**src/rtl/lpf_decim_pkg.sv**
```systemverilog
// Shared constants and state encoding for the moving-sum filter chain.
package lpf_decim_pkg;

   localparam int unsigned DATA_W     = 18;
   localparam int unsigned WARMUP_DEF = 10;
   localparam int unsigned DECIM_DEF  = 4;
   localparam int unsigned SHIFT_DEF  = 3;

   typedef enum logic {
      WARM = 1'b0,
      RUN  = 1'b1
   } state_e;

endpackage

```
**src/rtl/lpf_fifo2.sv**
```systemverilog
// Two-entry first-word-fall-through buffer; slot0 is always the head.
module lpf_fifo2
   import lpf_decim_pkg::*;
(
   input  logic              clk,
   input  logic              rst_n,
   input  logic              flush_i,
   input  logic              push_i,
   input  logic              pop_i,
   input  logic [DATA_W-1:0] din_i,
   output logic [DATA_W-1:0] dout_o,
   output logic              valid_o,
   output logic              full_o
);

   logic [DATA_W-1:0] slot0_q, slot0_d;
   logic [DATA_W-1:0] slot1_q, slot1_d;
   logic [1:0]        cnt_q, cnt_d;
   logic              pop_eff;

   assign pop_eff = pop_i && (cnt_q != 2'd0);

   // A pop with a single entry leaves slot0 untouched so the head value lingers.
   always_comb begin
      slot0_d = slot0_q;
      slot1_d = slot1_q;
      cnt_d   = cnt_q;
      if (flush_i) begin
         cnt_d = 2'd0;
      end else if (push_i && pop_eff) begin
         if (cnt_q == 2'd1) begin
            slot0_d = din_i;
         end else begin
            slot0_d = slot1_q;
            slot1_d = din_i;
         end
      end else if (push_i) begin
         if (cnt_q == 2'd0) begin
            slot0_d = din_i;
            cnt_d   = 2'd1;
         end else if (cnt_q == 2'd1) begin
            slot1_d = din_i;
            cnt_d   = 2'd2;
         end
      end else if (pop_eff) begin
         if (cnt_q == 2'd2) begin
            slot0_d = slot1_q;
         end
         cnt_d = cnt_q - 2'd1;
      end
   end

   always_ff @(posedge clk or negedge rst_n) begin
      if (!rst_n) begin
         slot0_q <= '0;
         slot1_q <= '0;
         cnt_q   <= 2'd0;
         valid_o <= 1'b0;
         full_o  <= 1'b0;
      end else begin
         slot0_q <= slot0_d;
         slot1_q <= slot1_d;
         cnt_q   <= cnt_d;
         valid_o <= (cnt_d != 2'd0);
         full_o  <= (cnt_d == 2'd2);
      end
   end

   assign dout_o = slot0_q;

endmodule

```
**src/rtl/lpf_decim.sv**
```systemverilog
// Warm-up discard, /2^SHIFT normalisation and decimation of the moving-sum stream.
module lpf_decim
   import lpf_decim_pkg::*;
#(
   parameter int unsigned WARMUP = WARMUP_DEF,
   parameter int unsigned DECIM  = DECIM_DEF,
   parameter int unsigned SHIFT  = SHIFT_DEF
) (
   input  logic              clk,
   input  logic              rst_n,
   input  logic              restart,
   input  logic [DATA_W-1:0] sum_in,
   output logic [DATA_W-1:0] out_data,
   output logic              out_valid,
   input  logic              out_ready,
   output logic              ovf,
   input  logic              ovf_clr,
   output logic              warm
);

   localparam int unsigned WU_W = 16;
   localparam int unsigned PH_W = 8;

   state_e            state_q, state_d;
   logic [WU_W-1:0]   wcnt_q, wcnt_d;
   logic [PH_W-1:0]   phase_q, phase_d;
   logic              ovf_d;
   logic              warm_d;
   logic              push;
   logic              pop;
   logic              full;
   logic [DATA_W-1:0] norm;

   assign norm = DATA_W'(sum_in >> SHIFT);
   assign pop  = out_valid && out_ready;

   // Next state, counters and push strobe; restart overrides everything.
   always_comb begin
      state_d = state_q;
      wcnt_d  = wcnt_q;
      phase_d = phase_q;
      push    = 1'b0;
      if (restart) begin
         state_d = WARM;
         wcnt_d  = '0;
         phase_d = '0;
      end else begin
         unique case (state_q)
            WARM: begin
               if (wcnt_q == WU_W'(WARMUP - 1)) begin
                  state_d = RUN;
                  wcnt_d  = '0;
               end else begin
                  wcnt_d = wcnt_q + WU_W'(1);
               end
            end
            RUN: begin
               if (phase_q == PH_W'(DECIM - 1)) begin
                  push    = 1'b1;
                  phase_d = '0;
               end else begin
                  phase_d = phase_q + PH_W'(1);
               end
            end
         endcase
      end
      ovf_d = ovf_q_int();
      if (ovf_clr) begin
         ovf_d = 1'b0;
      end
      if (push && full && !pop) begin
         ovf_d = 1'b1;
      end
      warm_d = (state_d == WARM);
   end

   function automatic logic ovf_q_int();
      return ovf;
   endfunction

   always_ff @(posedge clk or negedge rst_n) begin
      if (!rst_n) begin
         state_q <= WARM;
         wcnt_q  <= '0;
         phase_q <= '0;
         ovf     <= 1'b0;
         warm    <= 1'b1;
      end else begin
         state_q <= state_d;
         wcnt_q  <= wcnt_d;
         phase_q <= phase_d;
         ovf     <= ovf_d;
         warm    <= warm_d;
      end
   end

   lpf_fifo2 u_fifo (
      .clk     (clk),
      .rst_n   (rst_n),
      .flush_i (restart),
      .push_i  (push),
      .pop_i   (pop),
      .din_i   (norm),
      .dout_o  (out_data),
      .valid_o (out_valid),
      .full_o  (full)
   );

endmodule

```
**config.mk**
```make
export PLATFORM = sky130hd
export DESIGN_NAME = lpf_decim
export DESIGN_NICKNAME = d
export VERILOG_FILES = /design/src/rtl/lpf_decim_pkg.sv /design/src/rtl/lpf_fifo2.sv /design/src/rtl/lpf_decim.sv
export SDC_FILE = /design/constraint.sdc
export NUM_CORES = 1
export LEC_CHECK = 0
export ABC_AREA = 1
export CAP_MARGIN = 20
export CORE_MARGIN = 2
export CORE_UTILIZATION = 35
export CTS_CLUSTER_DIAMETER = 50
export DETAILED_ROUTE_END_ITERATION = 12
export SYNTH_ARGS = -nofsm -noshare
export SYNTH_HDL_FRONTEND = slang
export SYNTH_SLANG_ARGS = --single-unit
export TNS_END_PERCENT = 20
```
**constraint.sdc**
```tcl
create_clock -name clk -period 3.7 [get_ports clk]
set_input_delay 0.925 -clock clk [delete_from_list [all_inputs] [get_ports clk]]
set_output_delay 0.925 -clock clk [all_outputs]
set_load 0.005 [all_outputs]
```
==> results_dict.tcl <==
set metrics [dict create \
    ff2ff_path_depth 7 \
    cp.depth 6 \
    cp_slowest_cell "inv_1" \
    yosysSeqAreaShare 0.417 \
    cts_setup_buffers 0 \
    start_util 0.355 \
    hold_violations 0 \
    fill_cells 1154 \
    yosys_warnings 0 \
    die_w_um 111 \
    synth_nets 601 \
    multiInputGateArea_sq_mm 0.00186 \
    startpoint "restart" \
    worst_ep_arrival_time_ns 2.67 \
    start_kind "input port" \
    cp_top_family "buffers and inverters" \
    netlist_area_sq_mm 0.00402 \
    insertion_delay_ns 0.33 \
    cp.required_ns 3.88 \
    path_class "in2reg" \
    clockRootBuffer "clkbuf_16" \
    io_pins 44 \
    clock_path_buffers 2 \
    hp-class "in2async" \
    synth_top_cell_by_area "dfrtp_1" \
    synthFlopType "dfrtp_1" \
    reg2reg_slack_ns 1.66 \
    endpoint "u_fifo.slot1_q[9]" \
    hold_buffers 0 \
    crit_path_max_incr_delay_ns 0.65 \
    finalNonFillerCells 760 \
    drt-initial-drc-count 144 \
    seq_area_sq_mm 0.00168 \
    synthTopCellsByCount "nand2_1, inv_1, dfrtp_1, nand3_1, o21ai_0" \
    cts_tree "done" \
    layout.nets 641 \
    vias_per_cell 4.86 \
    synth_top_area_frac 0.411 \
    die_height_um 111 \
    total_power_mw 1.72 \
    core_area_sq_mm 0.0113 \
    synth_cell_types 27 \
    finalCritPeriodShare 0.675 \
    first_pass_iters 6 \
    path_clk_slew_ns 0.06 \
    dieArea_sq_mm 0.0124 \
    setup_tns_ns 0 \
    wl_per_cell_um 13.0 \
    ant_nets 0 \
    grt_pass1_wl_um 16700 \
    routed_wl_um 9870 \
    gp_congestion 0.885 \
    max_freq_mhz 401 \
    area_growth_syn_to_layout_pct 20.9 \
    final-setup-viol-count 0 \
    row_count 39 \
    worst_pin_slew_ns 0.889 \
    syn_area_per_cell_sq_um 7.03 \
    yosys_register_bits 67 \
    slew_viol_final 0 \
    async_flop_share 1.00 \
    synth_enable_flop_cells 0 \
    grt_pass1_vias 3735 \
    max-vdd-ir-drop_uv 229 \
    synth.area.top_cells "dfrtp_1, nand2_1, inv_1, nand3_1, o21ai_0" \
    hpwlAfterDp_um 6880 \
    vias 3691 \
    synthMostInstantiatedCell "nand2_1" \
    synthCells 572 \
    cts_sinks 67 \
    route.detailed.drc 0 \
    overflow 0 \
    rsz0062_at_grt "no" \
    maxCapViolations 0 \
    path_cells "clkdlybuf4s50_1 -> nor2_4 -> nand3_4 -> nor2_1 -> inv_1 -> o21ai_1" \
    drive_above_1_share 0.0632 \
    antenna_found_initial 0 \
    cts_resized 0 \
    critPathBufInv 2 \
    end_kind "flop" \
    n_antenna_cell 0 \
    leakage_nw 2.62 \
    powerDensity_mw_per_mm2 354 \
    reg2reg_to "u_fifo.slot1_q[9]" \
    crit_fanout 30 \
    cts_buffers 9 \
    period_minus_slack_ns 2.50 \
    r2r-start "u_fifo.cnt_q[0]" \
    dp_cells 743 \
    skew_ns 0.00704 \
    port_buffers 40 \
    h-tree-depth 3 \
    slew_headroom 0.407 \
    grt_start_max_net_pins 44 \
    grt_use_total 0.165 \
    status "complete, no violations" \
]
[per-layer routing]
layer  part of all wire  track usage  vias up  wire length (um)
met3              0.033       0.0317       28               330
met2               0.47        0.278       70              4650
li1                   -            -     1875                 -
met1               0.46        0.199     1718              4520
met4              0.037       0.0897        0               368
met5                  0            0        -                 0
[report_power, final]
part	total (mW)	switching (mW)	internal (mW)
clock	0.916	0.325	0.591
combinational	0.0671	0.0379	0.0292
sequential	0.740	0.00347	0.736
[layout make-up]
cell class                 instances  area share
inverter                          94      0.0725
sequential                        67       0.345
clock buffer                      10      0.0471
clock inverter                     6      0.0185
multi-input combinational        391       0.382
tap                              143      0.0368
timing repair buffer              49      0.0977
[cell usage in the layout (no fill, tap or decap), types with 7 or more instances in the layout]
| cell type | instances |
|---|---|
| buf_4 | 8 |
| clkbuf_16 | 9 |
| clkdlybuf4s50_1 | 39 |
| dfrtp_1 | 66 |
| inv_1 | 91 |
| nand2_1 | 181 |
| nand3_1 | 47 |
| nand4_1 | 9 |
| nor2_1 | 33 |
| o21ai_0 | 47 |
| o21ai_1 | 30 |
| o22ai_1 | 11 |
| xor2_1 | 7 |
[kinds of logic (layout without fill, tap and decap cells)]
family,Yosys count,in the layout,synth area share
DFF,67,67,0.417
xor gates and xnor gates,9,9,0.0196
AOI/OAI and AO/OA,90,90,0.116
adders and majority gates,6,6,0.0187
and+or+nand+nor,286,286,0.308
buffers and inverters,114,159,0.120
[worst min path at each step]
| stage | slack (ns) | end | startpoint | cells past startpoint |
|---|---|---|---|---|
| after floorplan | 0.44 | u_fifo.slot1_q[15] | u_fifo.slot1_q[15] | 2 |
| after global placement | 0.45 | u_fifo.slot1_q[17] | u_fifo.slot1_q[17] | 2 |
| after detailed placement | 0.45 | u_fifo.slot1_q[15] | u_fifo.slot1_q[15] | 2 |
| after CTS | 0.47 | u_fifo.slot1_q[15] | u_fifo.slot1_q[15] | 2 |
| after global routing | 0.41 | u_fifo.slot1_q[6] | rst_n | 1 |
| final | 0.42 | u_fifo.slot1_q[6] | rst_n | 1 |
[sequential cells by signal, summed over array words and instances, names as in the netlist]
register	cells
phase_q	8
u_fifo.valid_o	1
wcnt_q	16
u_fifo.cnt_q	2
u_fifo.slot1_q	18
u_fifo.dout_o	18
state_q	1
ovf	1
u_fifo.full_o	1
warm	1
[metrics by stage]
| step | cell area, sq um | utilization | hold WS, ns | setup WS (ns) |
|---|---|---|---|---|
| floorplan | 4020 | - | 0.437 | 1.78 |
| global route | 4860 | 0.430 | 0.410 | 1.01 |
| global placement | 4530 | 0.400 | 0.455 | 0.889 |
| CTS | 4840 | 0.428 | 0.468 | 1.19 |
| detailed placement | 4530 | 0.400 | 0.453 | 0.847 |
| finish | 4860 | 0.430 | 0.418 | 1.20 |
Power figures use the tool's default switching activity.
